===== src/rtl/wb_regfile_pkg.sv =====
// Shared constants for the write-back register file slice.
package wb_regfile_pkg;

  localparam int DATA_W_DEF = 32;
  localparam int ADDR_W_DEF = 5;
  localparam int CNT_W_DEF  = 16;

  // Architectural zero register: never written, always reads 0.
  localparam logic [4:0] REG_ZERO = 5'd0;

endpackage : wb_regfile_pkg


===== src/rtl/wb_regfile_core.sv =====
// Register array: one write port, two combinational read ports, async reset.
// Entry 0 is hard-wired to zero, so no storage is built for it.
module wb_regfile_core
  import wb_regfile_pkg::*;
#(
  parameter int DATA_W = DATA_W_DEF,
  parameter int ADDR_W = ADDR_W_DEF
) (
  input  logic              clk,
  input  logic              rst_n,
  input  logic              we,
  input  logic [ADDR_W-1:0] waddr,
  input  logic [DATA_W-1:0] wdata,
  input  logic [ADDR_W-1:0] raddr_a,
  input  logic [ADDR_W-1:0] raddr_b,
  output logic [DATA_W-1:0] rdata_a,
  output logic [DATA_W-1:0] rdata_b
);

  localparam int NREGS = 1 << ADDR_W;

  logic [DATA_W-1:0] regs [NREGS];

  assign regs[0] = '0;

  genvar gi;
  generate
    for (gi = 1; gi < NREGS; gi++) begin : g_reg
      logic [DATA_W-1:0] q_reg;

      // Each entry captures the write data when addressed; reset clears it.
      always_ff @(posedge clk or negedge rst_n) begin
        if (!rst_n) begin
          q_reg <= '0;
        end else if (we && (waddr == ADDR_W'(gi))) begin
          q_reg <= wdata;
        end
      end

      assign regs[gi] = q_reg;
    end
  endgenerate

  assign rdata_a = regs[raddr_a];
  assign rdata_b = regs[raddr_b];

endmodule : wb_regfile_core


===== src/rtl/wb_regfile.sv =====
// Write-back stage: result mux, register commit, write-first read bypass,
// sticky overflow capture and saturating retired-write counter.
module wb_regfile
  import wb_regfile_pkg::*;
#(
  parameter int DATA_W = DATA_W_DEF,
  parameter int ADDR_W = ADDR_W_DEF,
  parameter int CNT_W  = CNT_W_DEF
) (
  input  logic              clk,
  input  logic              rst_n,
  input  logic [DATA_W-1:0] mem_data,
  input  logic [DATA_W-1:0] alu_data,
  input  logic [ADDR_W-1:0] rw,
  input  logic              mem_to_reg,
  input  logic              reg_wr,
  input  logic              overflow,
  input  logic [ADDR_W-1:0] ra,
  input  logic [ADDR_W-1:0] rb,
  output logic [DATA_W-1:0] busa,
  output logic [DATA_W-1:0] busb,
  input  logic              ovf_clr,
  output logic              ovf_flag,
  output logic [ADDR_W-1:0] ovf_reg,
  output logic [CNT_W-1:0]  wr_count
);

  localparam logic [ADDR_W-1:0] ZERO_IDX = ADDR_W'(REG_ZERO);

  logic [DATA_W-1:0] wdata;
  logic              wr_en;
  logic              ovf_event;
  logic [DATA_W-1:0] core_a;
  logic [DATA_W-1:0] core_b;
  logic              ovf_flag_reg;
  logic [ADDR_W-1:0] ovf_reg_reg;
  logic [CNT_W-1:0]  wr_count_reg;

  assign wdata     = mem_to_reg ? mem_data : alu_data;
  // An overflowing instruction never commits; r0 is never a real target.
  assign wr_en     = reg_wr & ~overflow & (rw != ZERO_IDX);
  assign ovf_event = reg_wr & overflow;

  wb_regfile_core #(
    .DATA_W (DATA_W),
    .ADDR_W (ADDR_W)
  ) u_core (
    .clk     (clk),
    .rst_n   (rst_n),
    .we      (wr_en),
    .waddr   (rw),
    .wdata   (wdata),
    .raddr_a (ra),
    .raddr_b (rb),
    .rdata_a (core_a),
    .rdata_b (core_b)
  );

  // Read ports: zero register first, then same-cycle write bypass, then the array.
  always_comb begin
    busa = core_a;
    busb = core_b;
    if (ra == ZERO_IDX) begin
      busa = '0;
    end else if (wr_en && (ra == rw)) begin
      busa = wdata;
    end
    if (rb == ZERO_IDX) begin
      busb = '0;
    end else if (wr_en && (rb == rw)) begin
      busb = wdata;
    end
  end

  // Sticky overflow: first offender is kept until cleared; a new event beats a clear.
  always_ff @(posedge clk or negedge rst_n) begin
    if (!rst_n) begin
      ovf_flag_reg <= 1'b0;
      ovf_reg_reg  <= '0;
    end else if (ovf_event) begin
      if (!ovf_flag_reg || ovf_clr) begin
        ovf_flag_reg <= 1'b1;
        ovf_reg_reg  <= rw;
      end
    end else if (ovf_clr) begin
      ovf_flag_reg <= 1'b0;
      ovf_reg_reg  <= '0;
    end
  end

  // Retired-write counter sticks at all-ones instead of wrapping.
  always_ff @(posedge clk or negedge rst_n) begin
    if (!rst_n) begin
      wr_count_reg <= '0;
    end else if (wr_en && (wr_count_reg != '1)) begin
      wr_count_reg <= wr_count_reg + 1'b1;
    end
  end

  assign ovf_flag = ovf_flag_reg;
  assign ovf_reg  = ovf_reg_reg;
  assign wr_count = wr_count_reg;

endmodule : wb_regfile

===== config.mk =====
export PLATFORM = sky130hd
export DESIGN_NAME = wb_regfile
export DESIGN_NICKNAME = d
export VERILOG_FILES = /design/src/rtl/wb_regfile_pkg.sv /design/src/rtl/wb_regfile_core.sv /design/src/rtl/wb_regfile.sv
export SDC_FILE = /design/constraint.sdc
export NUM_CORES = 2
export LEC_CHECK = 0
export ABC_AREA = 0
export ABC_CLOCK_PERIOD_IN_PS = 1950
export BUFFER_PORTS_ARGS = -buffer_cell sky130_fd_sc_hd__buf_2
export CORE_ASPECT_RATIO = 1.4
export CORE_UTILIZATION = 25
export DETAILED_ROUTE_END_ITERATION = 7
export PLACE_DENSITY = 0.44
export SETUP_SLACK_MARGIN = 0.1
export SLEW_MARGIN = 10
export SYNTH_ARGS = -nofsm -noshare
export SYNTH_HDL_FRONTEND = slang
export SYNTH_SLANG_ARGS = --single-unit

===== constraint.sdc =====
create_clock -name clk -period 1.95 [get_ports clk]
set_input_delay 0.195 -clock clk [delete_from_list [all_inputs] [get_ports clk]]
set_output_delay 0.195 -clock clk [all_outputs]
set_load 0.02 [all_outputs]

==> metrics.txt <==
Setup Skew 0.0183 ns; Setup crit start u_core.g_reg[22].q_reg[7]; GP Congestion 0.857; final worst slack -1.06 ns; reg-to-reg slack, setup 0.19 ns; row count 199; Die Y 546 um; first-pass GRT wire length 324000 um; Initial Util 25.2%; via count 43500; most frequent cells in the layout dfrtp_1, nor2_1, buf_4, a21oi_1, nand2_1; register share of total power 40.8%; max FFs per register 992; CP max stage delay 0.45 ns; IO buf count 170; Synth area leaders dfrtp_1, mux4_2, a21oi_1, nor2_1, o21ai_0; status complete, but fails checks; RR Endpoint wr_count[13]; max_slew headroom 32.3%; Syn Nets 5007; Critical Path Start Type flip-flop; CP Class flip-flop to primary output; CTS buffer count 117; post-synthesis cell type count 56; GRT overflow 0; PwrDens 931 nW/um^2; switching power 20.6 mW; Final nets 5667; RSZ-0062 raised after global routing yes; Die ar. 213000 sq um; HPWL Detailed 153000 um; Post-synth ARST share 100%; IO Pins 171; Hold Vio Cnt, Final 0; GRT Total Usage 20.7%; Initial DRT Pass Iterations 5; area grow syn2layout 36.7%; Comb power frac 25.2%; failing checks setup timing; fmax 0.332 GHz; internal power 46.7 mW; max-cap violation count 0; Period minus WS final 3.01 ns; Cell Chain, Critical Path buf_6, mux4_2, mux2i_1, nor2b_1, o211ai_1, o211ai_1, buf_4, buf_6; hold depth 4; clock sink count 1014; Clk network pwr share 33.9%; Post-synth EDFFs 0; commonest non-fill, non-tap cell in the layout dfrtp_1; CTS clk-pin slew, worst paths 0.06 ns; Post-Synthesis Cells 4921; Mapped Area 52800 sq um; Max Transition Viols Final 0; H-tree depth 3; leakage power 30.5 nW; endpoint class of the critical path primary output; layout cells sized above 1 37.7%; initial antenna violation count 3; Sw Share 30.6%; Final Setup Violations 64; worst vdd ir 0.000741 V; fin util 34.4%; Die Width 391 um; largest delay contributor family on the critical path multiplexers; Yosys Warn Count 0; CTS tree done; DR vias/cell 5.11; clock latency on the worst-skew pair 0.78 ns; drt wl/cell 26.1 um; vias in the first global route 44900; final wirelength 222000 um; clk buf depth 3; Final period util 154%; share of the synthesized area in the top cell type 48.0%; Seq/Total Area, Yosys 48.0%; Top FF cell, synth dfrtp_1; CP max FO 2; WP buf/inv 3; FF-to-FF path depth 6; Data arrival, critical path 2.81 ns; hold_sp alu_data[17]; Seq cells post-synth 1014; Pwr Total 67.3 mW; Hold Crit Class primary input to flip-flop; mean post-synth cell area 10.7 sq um; Tightest Pin Transition 1.01 ns; post-route ant nets 0; sink of the worst hold path u_core.g_reg[15].q_reg[17]; pin count of the biggest net entering global routing 86; DR iter-0 viols 3266; R2R Path Start wr_count[0]; DRC Markers 0; Core Region 210000 sq um; Critical Path RT 1.75 ns; CTS root buf clkbuf_16; slowest cell on the critical path mux4_2; cell taking the most area after synthesis dfrtp_1
[power by group through the flow]
stage	combinational, mW	clock, mW	sequential [mW]
after global placement	15.2	0	27.6
after global routing	18.4	24.0	27.9
final	17.0	22.8	27.5
after detailed placement	15.4	0	27.8
after floorplan	9.44	0	26.9
after CTS	16.8	23.3	27.4
[cell families after synthesis]
kind of cell	after synthesis	synth area share (%)
simple gates	1381	10.7
compound gates	1345	14.3
flops	1014	48.0
mux	626	22.3
buf+inv	531	4.29
xor+xnor	23	0.381
fa+ha+maj	1	0.0237
[timing repair]
action | 4_1_cts | 5_1_grt
gates resized for setup | 367 | 68
hold buffers | 42 | 0
hold endpoints to repair | 1304 | 0
buffers inserted | 34 | 15
pin swaps | 137 | 63
setup endpoints to repair | 64 | 66
[stage by stage]
step                      hold WS (ns)  setup TNS (ns)  worst slack, ns  cell area, sq um  std cells
after floorplan                 -0.101           -3.25           -0.152             54200       4921
after global placement           0.129          -46.48            -1.18             65400       8196
after detailed placement         0.124          -47.38            -1.18             65400       8196
after CTS                      0.00262          -55.33            -1.13             71800       8482
after global routing            0.0505          -55.93            -1.17             72200       8497
final                           0.0497          -51.18            -1.06             72200       8497
[per-layer routing]
| metal | share of wire (%) | vias to the layer above | GRT usage, % |
|---|---|---|---|
| li1 | - | 19300 | - |
| met1 | 44 | 22600 | 28.4 |
| met2 | 48 | 1312 | 34.2 |
| met3 | 5.3 | 287 | 2.70 |
| met4 | 2.6 | 0 | 5.67 |
| met5 | 0 | - | 0 |
[cells in the mapped netlist (14+ instances only)]
library cell  number
nor4_1            52
a21oi_1          579
o2111ai_1         14
a211oi_1          58
clkbuf_1         352
nand3_1           45
nor3_1            30
a221oi_1          74
o22ai_1          124
buf_1             24
nor2_1           688
mux4_2           427
mux2i_1           78
mux2_2           121
buf_2            117
dfrtp_1         1014
xor2_1            14
nand2_1          508
buf_4             22
o21bai_1          29
o21ai_0          419
o211ai_1          29
[worst min-delay path, delay by kind of cell]
| kind | cells | cell delay, ns |
|---|---|---|
| buffers and inverters | 2 | 0.30 |
| multiplexers | 1 | 0.13 |
| AO/OA/AOI/OAI | 1 | 0.13 |
[final cells by class]
cell class	count	area, sq um
repair buffers	1062	11000
clock buffers	172	3450
flip-flops and latches	1014	25400
well taps	2814	3520
diodes	1	2.50
multi-input cells	3376	28400
fillers	20900	138000
clock inverters	48	469
inverters	10	40.0
[worst max-delay path by stage]
stage	depth (start not counted)	slack, ns	endpoint
2_1_floorplan	6	-0.15	busb[22]
3_3_place_gp	10	-1.18	busa[8]
3_5_place_dp	10	-1.18	busa[8]
4_1_cts	8	-1.13	busb[7]
5_1_grt	8	-1.17	busb[7]
6_report	8	-1.06	busb[7]
Power figures use the tool's default switching activity.
